==> src/rtl/hex_keypad_scanner.sv <==
// 4x4 hex keypad scanner: walks one active-low column at a time, debounces a
// single-row press, emits one code per press and keeps the last four codes.
module hex_keypad_scanner #(
   parameter int unsigned SCAN_DIV     = 50000,
   parameter int unsigned DEBOUNCE_CNT = 250000
) (
   input  logic        clk,
   input  logic        notrst,
   input  logic [3:0]  row,
   output logic [3:0]  col,
   output logic [3:0]  key,
   output logic        key_valid,
   output logic        key_held,
   output logic [15:0] digits
);

   localparam int unsigned DWELL_W = (SCAN_DIV > 1) ? $clog2(SCAN_DIV) : 1;
   localparam int unsigned DEB_W   = (DEBOUNCE_CNT > 1) ? $clog2(DEBOUNCE_CNT) : 1;

   localparam logic [DWELL_W-1:0] DWELL_LAST = DWELL_W'(SCAN_DIV - 1);
   localparam logic [DEB_W-1:0]   DEB_LAST   = DEB_W'(DEBOUNCE_CNT - 1);
   localparam logic [3:0]         ROW_IDLE   = 4'b1111;
   localparam logic [3:0]         COL_FIRST  = 4'b1110;

   typedef enum logic [1:0] {
      ST_SCAN     = 2'd0,
      ST_DEBOUNCE = 2'd1,
      ST_HELD     = 2'd2
   } state_t;

   state_t             state, state_nxt;
   logic [3:0]         row_m, row_s;
   logic [DWELL_W-1:0] dwell, dwell_nxt;
   logic [DEB_W-1:0]   cnt, cnt_nxt;
   logic [3:0]         pat, pat_nxt;
   logic [3:0]         col_nxt;
   logic [3:0]         key_nxt;
   logic               key_valid_nxt;
   logic               key_held_nxt;
   logic [15:0]        digits_nxt;

   logic [3:0]         col_rot;
   logic [3:0]         code;

   // True when exactly one line of a one-cold candidate is low.
   function automatic logic single_low(input logic [3:0] v);
      logic res;
      case (v)
         4'b1110, 4'b1101, 4'b1011, 4'b0111: res = 1'b1;
         default:                            res = 1'b0;
      endcase
      return res;
   endfunction

   // Index of the low line of a one-cold vector.
   function automatic logic [1:0] low_idx(input logic [3:0] v);
      logic [1:0] idx;
      case (v)
         4'b1101: idx = 2'd1;
         4'b1011: idx = 2'd2;
         4'b0111: idx = 2'd3;
         default: idx = 2'd0;
      endcase
      return idx;
   endfunction

   // Next column in the 1110 -> 1101 -> 1011 -> 0111 rotation, and the code of
   // the latched press on the frozen column.
   always_comb begin
      col_rot = {col[2:0], col[3]};
      code    = {low_idx(pat), low_idx(col)};
   end

   // Two-flop synchroniser for the asynchronous row lines.
   always_ff @(posedge clk or negedge notrst) begin
      if (!notrst) begin
         row_m <= ROW_IDLE;
         row_s <= ROW_IDLE;
      end else begin
         row_m <= row;
         row_s <= row_m;
      end
   end

   // State, counters and registered outputs.
   always_ff @(posedge clk or negedge notrst) begin
      if (!notrst) begin
         state     <= ST_SCAN;
         dwell     <= '0;
         cnt       <= '0;
         pat       <= ROW_IDLE;
         col       <= COL_FIRST;
         key       <= '0;
         key_valid <= 1'b0;
         key_held  <= 1'b0;
         digits    <= '0;
      end else begin
         state     <= state_nxt;
         dwell     <= dwell_nxt;
         cnt       <= cnt_nxt;
         pat       <= pat_nxt;
         col       <= col_nxt;
         key       <= key_nxt;
         key_valid <= key_valid_nxt;
         key_held  <= key_held_nxt;
         digits    <= digits_nxt;
      end
   end

   // Scan / debounce / held sequencing and next output values.
   always_comb begin
      state_nxt     = state;
      dwell_nxt     = dwell;
      cnt_nxt       = cnt;
      pat_nxt       = pat;
      col_nxt       = col;
      key_nxt       = key;
      key_valid_nxt = 1'b0;
      key_held_nxt  = key_held;
      digits_nxt    = digits;

      case (state)
         ST_SCAN: begin
            if (dwell == DWELL_LAST) begin
               dwell_nxt = '0;
               if (single_low(row_s)) begin
                  pat_nxt   = row_s;
                  cnt_nxt   = '0;
                  state_nxt = ST_DEBOUNCE;
               end else begin
                  col_nxt = col_rot;
               end
            end else begin
               dwell_nxt = dwell + DWELL_W'(1);
            end
         end

         ST_DEBOUNCE: begin
            if (row_s != pat) begin
               col_nxt   = col_rot;
               dwell_nxt = '0;
               cnt_nxt   = '0;
               state_nxt = ST_SCAN;
            end else if (cnt == DEB_LAST) begin
               key_valid_nxt = 1'b1;
               key_nxt       = code;
               digits_nxt    = {digits[11:0], code};
               key_held_nxt  = 1'b1;
               cnt_nxt       = '0;
               state_nxt     = ST_HELD;
            end else begin
               cnt_nxt = cnt + DEB_W'(1);
            end
         end

         ST_HELD: begin
            if (row_s != ROW_IDLE) begin
               cnt_nxt = '0;
            end else if (cnt == DEB_LAST) begin
               key_held_nxt = 1'b0;
               col_nxt      = col_rot;
               dwell_nxt    = '0;
               cnt_nxt      = '0;
               state_nxt    = ST_SCAN;
            end else begin
               cnt_nxt = cnt + DEB_W'(1);
            end
         end

         default: begin
            state_nxt = ST_SCAN;
            dwell_nxt = '0;
            cnt_nxt   = '0;
         end
      endcase
   end

endmodule

==> config.mk <==
export PLATFORM = sky130hd
export DESIGN_NAME = hex_keypad_scanner
export DESIGN_NICKNAME = d
export VERILOG_FILES = /design/src/rtl/hex_keypad_scanner.sv
export SDC_FILE = /design/constraint.sdc
export NUM_CORES = 1
export LEC_CHECK = 0
export ABC_AREA = 1
export BUFFER_PORTS_ARGS = -buffer_cell sky130_fd_sc_hd__buf_2
export CAP_MARGIN = 0
export CELL_PAD_IN_SITES_DETAIL_PLACEMENT = 0
export CELL_PAD_IN_SITES_GLOBAL_PLACEMENT = 1
export CORE_UTILIZATION = 48
export DETAILED_ROUTE_END_ITERATION = 8
export PLACE_DENSITY = 0.94
export SETUP_SLACK_MARGIN = 0.05
export SLEW_MARGIN = 40
export SYNTH_ARGS = -nofsm -noshare
export SYNTH_HDL_FRONTEND = slang
export SYNTH_SLANG_ARGS = --single-unit
==> constraint.sdc <==
create_clock -name clk -period 2.7 [get_ports clk]
set_input_delay 0.405 -clock clk [delete_from_list [all_inputs] [get_ports clk]]
set_output_delay 0.405 -clock clk [all_outputs]
set_load 0.01 [all_outputs]
# After elaboration in Yosys (flattened, before gate mapping)

Index checks and enable logic that the tools add are counted.

Register bits: 74
Output and inout port bits: 26

$add $sub $neg: 2
Equality and inequality tests: 25
Multiplexer cells: 37
Bitwise logic cells: 1
Reductions and logical operators: 11

Operators with widths:

| operator                                             | number |
|---|---|
| 2-to-1 mux 18 bit                                    | 5 |
| 2-to-1 mux 16 bit                                    | 4 |
| one-hot mux 18 bit (3 select lines)                  | 1 |
| one-hot mux 16 bit (3 select lines)                  | 1 |
| equality test 4 bit (second input constant)          | 7 |
| 2-to-1 mux 4 bit                                     | 5 |
| adder 18 x 1 -> 18 bit (second input constant)       | 1 |
| equality test 18 bit (second input constant)         | 1 |
| one-hot mux 2 bit (3 select lines)                   | 3 |
| adder 16 x 1 -> 16 bit (second input constant)       | 1 |
| equality test 16 bit (second input constant)         | 1 |
| != test 2 bit (second input constant)                | 7 |
| equality test 4 x 3 -> 1 bit (second input constant) | 3 |
| 2-to-1 mux 2 bit                                     | 6 |
| one-hot mux 4 bit (3 select lines)                   | 1 |
| 2-to-1 mux 1 bit                                     | 10 |
| AND reduction 5 bit                                  | 2 |
| AND reduction 3 bit                                  | 3 |
| AND reduction 6 bit                                  | 1 |
| != test 4 bit                                        | 1 |
| != test 4 bit (second input constant)                | 1 |
| OR reduction 4 bit                                   | 1 |
| != test 3 bit (second input constant)                | 1 |
| nonzero test 3 bit                                   | 1 |
| 8 further kinds                                      | 8 |

# Logic depth before layout (Yosys ltp)

Gate-level depths: netlist of run 1.

Depth after elaboration: 8
Depth in mapped cells: 13
Gate-level depth less buffers: 12

# Worst setup path after synthesis of run 1

OpenSTA, ideal clock, no wires.

Path kind: register to register
Start point: register state[1]
End point: register digits[6]
Library setup time: 0.117 ns
Arrival: 1.485 ns
Data required time: 2.583 ns
Path slack: 1.099 ns
Cell stages (with the launch flop): 13
Clock period less this slack: 1.601 ns
Cell sequence: dfrtp_1 -> inv_1 -> ha_1 -> inv_1 -> nor2_1 -> nand2_1 -> nor2_1 -> nand2_1 -> inv_2 -> nand2_1 -> buf_2 -> nand2_1 -> nand2_1

Word-level cells in the longest chain between the ends: 2

RTL lines:

| item                          | line | RTL |
|---|---|---|
| start: declaration            | 31   | `state_t state, state_nxt;` |
| start signal: assignment      | 98   | `state <= state_nxt;` |
| equality test 2 x 1 -> 1 bit  | 122  | `case (state)` |
| AND reduction 3 bit (no line) | --   |  |
| end signal: assignment        | 106  | `digits <= digits_nxt;` |
| end: declaration              | 14   | `output logic [15:0] digits` |

Every way passes these cells.
A chain may end at the register's enable or synchronous reset.

# Final worst setup path of run 1

Start point: register dwell[1]
End point: register cnt[17]

Word-level cells in the longest chain between the ends: 3

RTL lines:

| item                          | line | RTL |
|---|---|---|
| start: declaration            | 33   | `logic [DWELL_W-1:0] dwell, dwell_nxt;` |
| start signal: assignment      | 99   | `dwell <= dwell_nxt;` |
| equality test 16 bit          | 124  | `if (dwell == DWELL_LAST) begin` |
| != test 2 bit (no line)       | --   |  |
| AND reduction 2 bit (no line) | --   |  |
| end signal: assignment        | 100  | `cnt <= cnt_nxt;` |
| end: declaration              | 34   | `logic [DEB_W-1:0] cnt, cnt_nxt;` |

Every way passes these cells.

==> impl_metrics.prom, run 1 <==
# TYPE chip_impl_metric gauge
chip_impl_info{name="crit_slowest_cell",value="sky130_fd_sc_hd__dfrtp_1"} 1
chip_impl_metric{name="first_pass_grt_wire_length",unit="um"} 14100
chip_impl_metric{name="share_of_layout_cells_above_drive_strength_1",unit="%"} 18.2
chip_impl_info{name="timing_worst_setup_path_type",value="flip-flop to flip-flop"} 1
chip_impl_metric{name="worst-slew-pin-transition",unit="ps"} 539
chip_impl_metric{name="grt_remaining_overflow",unit=""} 0
chip_impl_metric{name="synth_nets",unit=""} 531
chip_impl_metric{name="seqCellArea",unit="mm2"} 0.00177
chip_impl_metric{name="cp.required",unit="ps"} 2930
chip_impl_metric{name="fp.dieArea",unit="mm2"} 0.00850
chip_impl_metric{name="drt-wirelength-per-cell",unit="um"} 12.3
chip_impl_metric{name="p_leak",unit="uW"} 0.00207
chip_impl_metric{name="layout.filler_cells",unit=""} 761
chip_impl_info{name="holdCritPathClass",value="primary input to asynchronous set/reset pin"} 1
chip_impl_info{name="mostFrequentLayoutCells",value="174 x sky130_fd_sc_hd__nand2_1, 65 x sky130_fd_sc_hd__nor2_1, 55 x sky130_fd_sc_hd__dfrtp_1"} 1
chip_impl_info{name="cts.root.buffer_cell",value="sky130_fd_sc_hd__clkbuf_8"} 1
chip_impl_metric{name="post_place_cell_area",unit="mm2"} 0.00409
chip_impl_metric{name="clkTransAtPathRegs",unit="ps"} 90
chip_impl_metric{name="fin_crit_sh",unit="%"} 81.3
chip_impl_metric{name="floorplan.die.height",unit="um"} 92.2
chip_impl_info{name="yosys-top-cells-area",value="sky130_fd_sc_hd__dfrtp_1 35%, sky130_fd_sc_hd__nand2_1 17%, sky130_fd_sc_hd__dfstp_2 10%"} 1
chip_impl_metric{name="synth_top_cell_area_share",unit="%"} 35.2
chip_impl_metric{name="drt-pass1-iter-count",unit=""} 4
chip_impl_metric{name="min_period",unit="ps"} 2200
chip_impl_metric{name="final_cell_area",unit="mm2"} 0.00428
chip_impl_metric{name="cts.repair.resized",unit=""} 0
chip_impl_metric{name="first_iter_violations",unit=""} 115
chip_impl_info{name="cp-start-kind",value="flip-flop"} 1
chip_impl_metric{name="timing.final.max_slew_violations",unit=""} 0
chip_impl_metric{name="finalSetupTns",unit="ps"} 0
chip_impl_metric{name="synth_area_per_cell",unit="um2"} 7.51
chip_impl_metric{name="yosys_reg_bits",unit=""} 70
chip_impl_metric{name="report.final.setup_viol",unit=""} 0
chip_impl_metric{name="critical_path.max_stage_delay",unit="ps"} 380
chip_impl_metric{name="via_count_of_the_first_global_routing_pass",unit=""} 3146
chip_impl_metric{name="post-cts-setup-buffers",unit=""} 0
chip_impl_metric{name="detail_route.drc_violations",unit=""} 0
chip_impl_metric{name="cts_sinks",unit=""} 70
chip_impl_metric{name="diodes",unit=""} 0
chip_impl_info{name="critPathCaptureType",value="flip-flop"} 1
chip_impl_metric{name="layout-area-overhead-vs-synth",unit="%"} 9.68
chip_impl_metric{name="chipWidth",unit="um"} 92.2
chip_impl_metric{name="cts_max_level",unit=""} 3
chip_impl_info{name="r2r_end",value="cnt[17]"} 1
chip_impl_metric{name="synth_cells",unit=""} 520
chip_impl_metric{name="total_number_of_placement_rows",unit=""} 32
chip_impl_metric{name="worst-path-max-fanout",unit=""} 14
chip_impl_metric{name="floorplan.core_area",unit="mm2"} 0.00781
chip_impl_metric{name="p_per_area",unit="mW/mm2"} 455
chip_impl_metric{name="yosysSeqAreaShare",unit="%"} 45.3
chip_impl_metric{name="peakVddDrop",unit="uV"} 261
chip_impl_metric{name="detail-route-antenna-nets",unit=""} 0
chip_impl_metric{name="timing.max_cap.violations",unit=""} 0
chip_impl_info{name="yosysTopAreaCell",value="sky130_fd_sc_hd__dfrtp_1"} 1
chip_impl_metric{name="number_of_antenna_violations_at_the_first_check_in_global_routing",unit=""} 0
chip_impl_metric{name="detailedPlacementHpwl",unit="um"} 6090
chip_impl_metric{name="grtUsageTotal",unit="%"} 21.0
chip_impl_metric{name="synth_warnings",unit=""} 0
chip_impl_metric{name="cts_made_buffers",unit=""} 9
chip_impl_metric{name="synth.distinct_cells",unit=""} 30
chip_impl_metric{name="worstPathArrival",unit="ps"} 2420
chip_impl_metric{name="timing.final.hold_violations",unit=""} 0
chip_impl_metric{name="r2r_slack",unit="ps"} 500
chip_impl_metric{name="initial_core_util",unit="%"} 50.0
chip_impl_metric{name="vias",unit=""} 3362
chip_impl_metric{name="insertion_delay",unit="ps"} 350
chip_impl_metric{name="multi_input_comb_area",unit="mm2"} 0.00181
chip_impl_info{name="layout.cells.most_common",value="sky130_fd_sc_hd__nand2_1"} 1
chip_impl_info{name="worst_path_cell_chain",value="ha_1 > nand3_1 > nor2_1 > nand2_1 > nand2_2 > nand2_2 > inv_2 > nand2_1 > inv_2 > nor2_1"} 1
chip_impl_metric{name="top_achievable_clock_speed",unit="GHz"} 0.455
chip_impl_metric{name="post_synth_instance_area",unit="mm2"} 0.00390
chip_impl_metric{name="max-slew-margin-rel",unit="%"} 63.8
chip_impl_metric{name="clock_tree.buffer_depth",unit=""} 2
chip_impl_metric{name="finClkSkew",unit="ps"} 11.9
chip_impl_metric{name="worstRegToRegCells",unit=""} 10
chip_impl_info{name="grt_setup_unrepaired",value="no"} 1
chip_impl_metric{name="via_per_inst",unit=""} 5.13
chip_impl_info{name="r2r-start",value="dwell[1]"} 1
chip_impl_metric{name="place.gp.congestion",unit=""} 0.922
chip_impl_metric{name="pin_count_of_the_biggest_net_entering_global_routing",unit=""} 30
chip_impl_info{name="cts_tree",value="done"} 1
chip_impl_metric{name="finish.net_count",unit=""} 560
chip_impl_metric{name="number_of_buffers_inserted_for_hold_repair_after_clock_tree_synthesis",unit=""} 0
chip_impl_metric{name="route.final.wire_length",unit="um"} 8060
chip_impl_metric{name="top_level_ports",unit=""} 32
chip_impl_metric{name="io_buffers",unit=""} 31
chip_impl_info{name="result_of_the_run",value="completed"} 1
[per-layer routing]
| layer | track usage [%] | wire [um] | vias to the layer above |
|---|---|---|---|
| li1 | - | - | 1710 |
| met1 | 27.5 | 3920 | 1583 |
| met2 | 34.2 | 3820 | 60 |
| met3 | 4.15 | 218 | 9 |
| met4 | 8.20 | 106 | 0 |
| met5 | 0 | 0 | - |
[how the worst max path moves through the flow]
stage	start	to	slack (ps)	cells after the start
global route	dwell[0]	cnt[15]	280	10
detailed placement	dwell[1]	cnt[2]	530	10
global placement	dwell[0]	cnt[15]	640	10
CTS	dwell[1]	cnt[17]	510	10
finish	dwell[1]	cnt[17]	500	10
floorplan	state[1]	digits[6]	1100	12
[Yosys cell counts, drive strengths merged]
cell type	number
inv	53
nor3	7
nand3b	2
o21bai	4
nand4	20
or2	6
buf	14
a31oi	2
ha	5
o21ai	28
nor2	71
nand2	179
xor2	10
a21oi	6
dfrtp	55
clkbuf	2
dfstp	15
nor4	3
nand3	38
[registers in the layout, indices dropped and copies added, names as in the netlist]
name and flops:
digits 13, col 4, key 3, state 2, row_s 4, dwell 16
row_m 4, cnt 18, key_held 1, pat 4, key_valid 1
[power by group]
group / internal [uW] / switching (uW)
Combinational: 9.29 / 35.2
Clock: 427 / 415
Sequential: 1060 / 3.99
Total: 1500 / 454
[logic make-up after synthesis]
group,share of synthesized area [%]
buffers and inverters,8.30
DFF,45.3
AOI/OAI and AO/OA,6.31
and+or+nand+nor,36.2
adders and majority gates,1.60
xor gates and xnor gates,2.24
[final cells by class]
| class | count | area share [%] |
|---|---|---|
| Clock buffer | 9 | 2.89 |
| Clock inverter | 7 | 1.72 |
| Inverter | 53 | 4.65 |
| Multi-Input combinational cell | 381 | 42.3 |
| Sequential cell | 70 | 41.3 |
| Tap cell | 102 | 2.98 |
| Timing Repair Buffer | 34 | 4.15 |
[per-stage QoR]
stage	hold WS (ps)	total power (uW)	std cells	setup slack (ps)	utilization [%]
after floorplan	109	1100	520	1100	-
after detailed placement	347	1130	640	530	52.3
final	10.8	1950	656	504	54.9
after global routing	46.7	2020	656	277	54.9
after global placement	346	1130	640	636	52.3
after CTS	14.1	1980	656	506	54.9
[worst max-delay path: cells and delay by family, from the launching register on]
kind	cells	cell delay (ps)
flops	1	380
simple gates	7	1040
fa+ha+maj	1	190
buf+inv	2	450
(Power assumes the default switching activity.)
==> run 2, diff against run 1 <==
--- a/config.mk
+++ b/config.mk
@@ -10,9 +10,9 @@
 export CAP_MARGIN = 0
 export CELL_PAD_IN_SITES_DETAIL_PLACEMENT = 0
 export CELL_PAD_IN_SITES_GLOBAL_PLACEMENT = 1
-export CORE_UTILIZATION = 48
+export CORE_UTILIZATION = 40
 export DETAILED_ROUTE_END_ITERATION = 8
-export PLACE_DENSITY = 0.94
+export PLACE_DENSITY = 0.84
 export SETUP_SLACK_MARGIN = 0.05
 export SLEW_MARGIN = 40
 export SYNTH_ARGS = -nofsm -noshare
==> constraint.sdc (replaced) <==
create_clock -name clk -period 1.8 [get_ports clk]
set_input_delay 0.27 -clock clk [delete_from_list [all_inputs] [get_ports clk]]
set_output_delay 0.27 -clock clk [all_outputs]
set_load 0.01 [all_outputs]
==> impl_metrics.prom, run 2 (synthesis gave the netlist of run 1 again) <==
# TYPE chip_impl_metric gauge
chip_impl_info{name="result_of_the_run",value="completed"} 1
chip_impl_metric{name="grtUsageTotal",unit="%"} 19.2
chip_impl_metric{name="max-slew-margin-rel",unit="%"} 75.2
chip_impl_info{name="critPathCaptureType",value="flip-flop"} 1
chip_impl_metric{name="top_level_ports",unit=""} 32
chip_impl_metric{name="fin_hold_ws",unit="ps"} 359
chip_impl_metric{name="top_achievable_clock_speed",unit="GHz"} 0.601
chip_impl_metric{name="initial_core_util",unit="%"} 41.9
chip_impl_metric{name="finalSetupTns",unit="ps"} 0
chip_impl_metric{name="critical_path.max_stage_delay",unit="ps"} 570
chip_impl_info{name="hold_path.startpoint",value="row_m[2]"} 1
chip_impl_metric{name="share_of_layout_cells_above_drive_strength_1",unit="%"} 29.5
chip_impl_metric{name="total_number_of_placement_rows",unit=""} 35
chip_impl_metric{name="floorplan.core_area",unit="mm2"} 0.00933
chip_impl_metric{name="peakVddDrop",unit="uV"} 291
chip_impl_metric{name="pin_count_of_the_biggest_net_entering_global_routing",unit=""} 71
chip_impl_info{name="cts.root.buffer_cell",value="sky130_fd_sc_hd__clkbuf_8"} 1
chip_impl_metric{name="chipWidth",unit="um"} 101
chip_impl_metric{name="vias",unit=""} 3560
chip_impl_metric{name="first_pass_grt_wire_length",unit="um"} 15400
chip_impl_metric{name="cts_max_level",unit=""} 3
chip_impl_metric{name="fp.dieArea",unit="mm2"} 0.0102
chip_impl_info{name="reg_top3",value="cnt x18, dwell x16, digits x13"} 1
chip_impl_metric{name="min_period",unit="ps"} 1660
chip_impl_metric{name="drt-pass1-iter-count",unit=""} 4
chip_impl_info{name="cp-start-kind",value="flip-flop"} 1
chip_impl_metric{name="worstPathArrival",unit="ps"} 1900
chip_impl_metric{name="layout.filler_cells",unit=""} 929
chip_impl_metric{name="timing.final.max_slew_violations",unit=""} 0
chip_impl_metric{name="placed_instances",unit=""} 695
chip_impl_metric{name="hold-path-cell-count",unit=""} 0
chip_impl_info{name="registers.top_by_ff_count",value="cnt"} 1
chip_impl_metric{name="timing.final.hold_violations",unit=""} 0
chip_impl_metric{name="via_count_of_the_first_global_routing_pass",unit=""} 3361
chip_impl_metric{name="grt_remaining_overflow",unit=""} 0
chip_impl_info{name="crit_slowest_cell",value="sky130_fd_sc_hd__dfstp_2"} 1
chip_impl_info{name="worst_path_cell_chain",value="inv_1 > nand2_1 > nand2_1 > nand2_1 > nand2_2 > nand2_2 > nand2_4 > buf_8 > nor2_4 > xor2_1 > nor2_1"} 1
chip_impl_metric{name="worst-slew-pin-transition",unit="ps"} 372
chip_impl_metric{name="number_of_antenna_violations_at_the_first_check_in_global_routing",unit=""} 0
chip_impl_metric{name="floorplan.die.height",unit="um"} 101
chip_impl_metric{name="place.gp.congestion",unit=""} 0.898
chip_impl_metric{name="critical_path_buf_inv_count",unit=""} 2
chip_impl_metric{name="drt-wirelength-per-cell",unit="um"} 12.4
chip_impl_metric{name="fin_crit_sh",unit="%"} 92.5
chip_impl_metric{name="largest_reg_flops",unit=""} 18
chip_impl_metric{name="detailedPlacementHpwl",unit="um"} 6190
chip_impl_info{name="r2r-start",value="row_s[3]"} 1
chip_impl_metric{name="worstRegToRegCells",unit=""} 11
chip_impl_info{name="layout.cells.most_common",value="sky130_fd_sc_hd__nand2_1"} 1
chip_impl_metric{name="clkTransAtPathRegs",unit="ps"} 80
chip_impl_metric{name="finClkSkew",unit="ps"} 10.6
chip_impl_metric{name="finish.net_count",unit=""} 606
chip_impl_metric{name="p_leak",unit="uW"} 0.00236
chip_impl_metric{name="io_buffers",unit=""} 31
chip_impl_metric{name="report.final.setup_viol",unit=""} 0
chip_impl_metric{name="cp.required",unit="ps"} 2040
chip_impl_metric{name="cts_sinks",unit=""} 70
chip_impl_info{name="holdCritPathClass",value="flip-flop to flip-flop"} 1
chip_impl_info{name="hold_path_end",value="row_s[2]"} 1
chip_impl_metric{name="route.final.wire_length",unit="um"} 9070
chip_impl_info{name="mostFrequentLayoutCells",value="167 x sky130_fd_sc_hd__nand2_1, 54 x sky130_fd_sc_hd__nor2_1, 53 x sky130_fd_sc_hd__dfrtp_1"} 1
chip_impl_metric{name="totalPowerFinal",unit="uW"} 3020
chip_impl_metric{name="layout-area-overhead-vs-synth",unit="%"} 26.0
chip_impl_metric{name="diodes",unit=""} 0
chip_impl_metric{name="detail_route.drc_violations",unit=""} 0
chip_impl_metric{name="p_per_area",unit="mW/mm2"} 613
chip_impl_metric{name="final_standard_cell_count_with_taps_included_and_fillers_excluded",unit=""} 729
chip_impl_info{name="r2r_end",value="cnt[9]"} 1
chip_impl_info{name="crit_family",value="simple AND/OR/NAND/NOR gates"} 1
chip_impl_info{name="timing_worst_setup_path_type",value="flip-flop to flip-flop"} 1
chip_impl_info{name="cp_common_cell",value="sky130_fd_sc_hd__nand2_1"} 1
chip_impl_info{name="grt_setup_unrepaired",value="yes"} 1
chip_impl_metric{name="timing.max_cap.violations",unit=""} 0
chip_impl_metric{name="insertion_delay",unit="ps"} 350
chip_impl_metric{name="clock_tree.buffer_depth",unit=""} 2
chip_impl_metric{name="via_per_inst",unit=""} 4.88
chip_impl_metric{name="r2r_slack",unit="ps"} 140
chip_impl_metric{name="detail-route-antenna-nets",unit=""} 0
chip_impl_metric{name="cts_made_buffers",unit=""} 9
chip_impl_info{name="cts_tree",value="done"} 1
chip_impl_metric{name="worst-path-max-fanout",unit=""} 10
chip_impl_metric{name="first_iter_violations",unit=""} 98
-- run 2: changes by cell type in the layout (fill, tap and decap cells not counted), sizes merged --
cell / delta
buf: +39
clkbuf: +1
dlygate4sd3: +5
clkinvlp: -4
nor2: +1
clkinv: +4
-- run 2: repair_timing --
action | 4_1_cts | 5_1_grt
setup endpoints to repair | 14 | 58
resized for setup | 1 | 63
hold buffers | 4 | 1
pin swaps | 0 | 13
endpoints found under the hold margin | 58 | 1
buffers inserted | 0 | 11
gates cloned | 0 | 2
-- run 2: where the power goes --
part | switching [uW] | leakage [uW] | internal (uW)
registers | 5.98 | 0.000907 | 1590
clock network | 646 | 0.000107 | 687
logic | 59.4 | 0.00135 | 27.1
total | 712 | 0.00236 | 2300
-- run 2: worst max path at each step --
| stage | startpoint | end | slack [ps] | cells past startpoint |
|---|---|---|---|---|
| after floorplan | state[1] | digits[6] | 200 | 12 |
| after global placement | state[1] | dwell[8] | 40 | 12 |
| after detailed placement | state[1] | dwell[15] | -7 | 11 |
| after CTS | dwell[0] | dwell[15] | 60 | 8 |
| after global routing | row_s[3] | cnt[9] | -6 | 11 |
| final | row_s[3] | cnt[9] | 140 | 11 |
-- run 2: per-layer routing --
metal / GRT usage, % / vias up / wire length, um
li1: - / 1802 / -
met1: 24.8 / 1689 / 4250
met2: 31.9 / 60 / 4390
met3: 4.99 / 9 / 316
met4: 5.35 / 0 / 121
met5: 0 / - / 0
-- run 2: final cells by class --
type                    instances  area, um2  area share [%]
repair buffers                 78        571            11.6
inverters                      53        219            4.45
clock buffers                  10        138            2.80
flip-flops and latches         70       1770            36.0
multi-input cells             382       1980            40.2
repair inverters                1       11.3           0.229
clock inverters                 6       70.1            1.42
well taps                     129        161            3.28
-- run 2: stage by stage --
| step | area (um2) | util, % | setup slack (ps) |
|---|---|---|---|
| 6_report | 4920 | 52.7 | 135 |
| 5_1_grt | 4920 | 52.7 | -5.87 |
| 4_1_cts | 4590 | 49.2 | 58.5 |
| 3_5_place_dp | 4340 | 46.5 | -6.85 |
| 3_3_place_gp | 4340 | 46.5 | 40.0 |
| 2_1_floorplan | 3910 | - | 199 |
-- run 2: worst reg2reg max path: cells and delay by family (launching register included) --
kind | cells | cell delay (ps)
flip-flops | 1 | 570
XOR/XNOR | 1 | 160
buffers and inverters | 2 | 200
AND/OR/NAND/NOR | 8 | 640
==> run 3, diff against run 2 <==
--- a/config.mk
+++ b/config.mk
@@ -10,10 +10,12 @@
 export CAP_MARGIN = 0
 export CELL_PAD_IN_SITES_DETAIL_PLACEMENT = 0
 export CELL_PAD_IN_SITES_GLOBAL_PLACEMENT = 1
-export CORE_UTILIZATION = 40
+export CORE_UTILIZATION = 41
+export CTS_BUF_LIST = sky130_fd_sc_hd__clkbuf_2
 export DETAILED_ROUTE_END_ITERATION = 8
-export PLACE_DENSITY = 0.84
+export PLACE_DENSITY = 0.86
 export SETUP_SLACK_MARGIN = 0.05
+export SKIP_CTS_REPAIR_TIMING = 1
 export SLEW_MARGIN = 40
 export SYNTH_ARGS = -nofsm -noshare
 export SYNTH_HDL_FRONTEND = slang
==> impl_metrics.prom, run 3 (synthesis gave the netlist of run 1 again) <==
# TYPE chip_impl_metric gauge
chip_impl_info{name="result_of_the_run",value="completed"} 1
chip_impl_metric{name="clkTransAtPathRegs",unit="ps"} 220
chip_impl_metric{name="io_buffers",unit=""} 31
chip_impl_metric{name="finish.net_count",unit=""} 609
chip_impl_metric{name="initial_core_util",unit="%"} 42.3
chip_impl_metric{name="fin_hold_ws",unit="ps"} 276
chip_impl_info{name="cp-start-kind",value="flip-flop"} 1
chip_impl_info{name="reg_top3",value="cnt x18, dwell x16, digits x13"} 1
chip_impl_metric{name="detailedPlacementHpwl",unit="um"} 6060
chip_impl_metric{name="critical_path.max_stage_delay",unit="ps"} 620
chip_impl_metric{name="pin_count_of_the_biggest_net_entering_global_routing",unit=""} 71
chip_impl_info{name="registers.top_by_ff_count",value="cnt"} 1
chip_impl_metric{name="peakVddDrop",unit="uV"} 370
chip_impl_info{name="mostFrequentLayoutCells",value="161 x sky130_fd_sc_hd__nand2_1, 53 x sky130_fd_sc_hd__nor2_1, 53 x sky130_fd_sc_hd__dfrtp_1"} 1
chip_impl_metric{name="insertion_delay",unit="ps"} 510
chip_impl_metric{name="diodes",unit=""} 0
chip_impl_info{name="cp_common_cell",value="sky130_fd_sc_hd__nand2_1"} 1
chip_impl_metric{name="first_iter_violations",unit=""} 151
chip_impl_metric{name="cp.required",unit="ps"} 2260
chip_impl_metric{name="critical_path_buf_inv_count",unit=""} 3
chip_impl_metric{name="timing.final.hold_violations",unit=""} 0
chip_impl_metric{name="first_pass_grt_wire_length",unit="um"} 14300
chip_impl_info{name="cts_tree",value="done"} 1
chip_impl_metric{name="number_of_antenna_violations_at_the_first_check_in_global_routing",unit=""} 0
chip_impl_metric{name="p_leak",unit="uW"} 0.00239
chip_impl_metric{name="worstPathArrival",unit="ps"} 2210
chip_impl_metric{name="top_achievable_clock_speed",unit="GHz"} 0.571
chip_impl_metric{name="util_after_layout",unit="%"} 53.1
chip_impl_metric{name="worst-slew-pin-transition",unit="ps"} 358
chip_impl_metric{name="top_level_ports",unit=""} 32
chip_impl_metric{name="drt-pass1-iter-count",unit=""} 4
chip_impl_info{name="crit_family",value="flip-flops"} 1
chip_impl_metric{name="finClkSkew",unit="ps"} 32.1
chip_impl_metric{name="total_number_of_placement_rows",unit=""} 35
chip_impl_metric{name="largest_reg_flops",unit=""} 18
chip_impl_metric{name="via_per_inst",unit=""} 4.88
chip_impl_info{name="critPathCaptureType",value="flip-flop"} 1
chip_impl_metric{name="cts_made_buffers",unit=""} 9
chip_impl_info{name="worst_path_cell_chain",value="inv_1 > nand2_1 > nand2_1 > nand2_1 > nand2_2 > nand2_4 > nand2_4 > buf_12 > clkbuf_16 > o21bai_1 > o21ai_1 > nor2_2"} 1
chip_impl_metric{name="final_cell_area",unit="mm2"} 0.00490
chip_impl_info{name="holdCritPathClass",value="primary input to asynchronous set/reset pin"} 1
chip_impl_metric{name="grt_remaining_overflow",unit=""} 0
chip_impl_metric{name="floorplan.core_area",unit="mm2"} 0.00924
chip_impl_metric{name="detail_route.drc_violations",unit=""} 0
chip_impl_metric{name="max-slew-margin-rel",unit="%"} 75.9
chip_impl_metric{name="cts_sinks",unit=""} 70
chip_impl_metric{name="clock_tree.buffer_depth",unit=""} 2
chip_impl_metric{name="chipWidth",unit="um"} 99.6
chip_impl_metric{name="fin_crit_sh",unit="%"} 97.3
chip_impl_metric{name="multi_input_comb_area",unit="mm2"} 0.00202
chip_impl_metric{name="worst-path-max-fanout",unit=""} 5
chip_impl_info{name="cts.root.buffer_cell",value="sky130_fd_sc_hd__clkbuf_2"} 1
chip_impl_metric{name="layout.filler_cells",unit=""} 886
chip_impl_metric{name="vias",unit=""} 3571
chip_impl_metric{name="share_of_layout_cells_above_drive_strength_1",unit="%"} 32.2
chip_impl_metric{name="seqCellArea",unit="mm2"} 0.00177
chip_impl_metric{name="min_period",unit="ps"} 1750
chip_impl_metric{name="route.final.wire_length",unit="um"} 9030
chip_impl_info{name="grt_setup_unrepaired",value="yes"} 1
chip_impl_metric{name="drt-wirelength-per-cell",unit="um"} 12.3
chip_impl_metric{name="post_place_cell_area",unit="mm2"} 0.00430
chip_impl_metric{name="cts_max_level",unit=""} 3
chip_impl_metric{name="timing.final.max_slew_violations",unit=""} 0
chip_impl_metric{name="timing.final.ws_setup",unit="ps"} 48.1
chip_impl_metric{name="timing.max_cap.violations",unit=""} 0
chip_impl_metric{name="fp.dieArea",unit="mm2"} 0.00992
chip_impl_info{name="timing_worst_setup_path_type",value="flip-flop to flip-flop"} 1
chip_impl_metric{name="place.gp.congestion",unit=""} 0.854
chip_impl_metric{name="floorplan.die.height",unit="um"} 99.6
chip_impl_metric{name="detail-route-antenna-nets",unit=""} 0
chip_impl_info{name="layout.cells.most_common",value="sky130_fd_sc_hd__nand2_1"} 1
chip_impl_metric{name="via_count_of_the_first_global_routing_pass",unit=""} 3234
chip_impl_info{name="crit_slowest_cell",value="sky130_fd_sc_hd__dfstp_2"} 1
chip_impl_metric{name="layout-area-overhead-vs-synth",unit="%"} 25.6
chip_impl_metric{name="dp_slack",unit="ps"} -22.7
chip_impl_metric{name="p_per_area",unit="mW/mm2"} 537
chip_impl_metric{name="grtUsageTotal",unit="%"} 18.0
chip_impl_metric{name="report.final.setup_viol",unit=""} 0
## run 3: cell types whose count changed in the layout (fill, tap and decap cells not counted), sizes merged
cell	change
buf	+2
clkbuf	+1
clkinv	-3
clkinvlp	+1
inv	+2
## run 3: through the flow
stage | std cells | TNS, ps | power, uW
2_1_floorplan | 520 | 0 | 1650
6_report | 732 | 0 | 2630
5_1_grt | 732 | -1200 | 2740
3_3_place_gp | 690 | 0 | 1700
3_5_place_dp | 690 | -124 | 1700
4_1_cts | 706 | -985 | 2660
## run 3: per-layer routing
| layer | wire length (um) | track usage [%] | vias to the layer above |
|---|---|---|---|
| met1 | 4240 | 23.7 | 1670 |
| met5 | 0 | 0 | - |
| met3 | 358 | 3.16 | 6 |
| met4 | 79 | 6.11 | 0 |
| met2 | 4360 | 30.1 | 71 |
| li1 | - | - | 1824 |
## run 3: tightest hold or removal path: stages
cell and delay [ps]:
sky130_fd_sc_hd__dlygate4sd3_1 520, sky130_fd_sc_hd__buf_2 120, sky130_fd_sc_hd__buf_12 320
## run 3: layout make-up
cell class	instances	area share, %
multi-input cells	382	41.2
repair inverters	1	0.128
flip-flops and latches	70	36.2
clock buffers	10	1.02
well taps	129	3.29
inverters	53	4.41
clock inverters	6	1.38
repair buffers	81	12.4
## run 3: worst paths after layout
check | slack, ps | startpoint | end | cells past startpoint
min in group clk | 370 | row_m[1] | row_s[1] | 0
max reg2reg | 50 | row_s[0] | cnt[5] | 12
min | 280 | notrst | digits[15] | 3
max | 50 | row_s[0] | cnt[5] | 12
max in group asynchronous | 1170 | notrst | col[3] | 3
min reg2reg | 370 | row_m[1] | row_s[1] | 0
## run 3: power by group
group | switching [uW] | total [uW] | internal (uW) | leakage, uW
registers | 8.23 | 1600 | 1590 | 0.000907
logic | 62.2 | 91.1 | 28.9 | 0.00141
clock network | 603 | 939 | 336 | 0.0000734
total | 673 | 2630 | 1960 | 0.00239
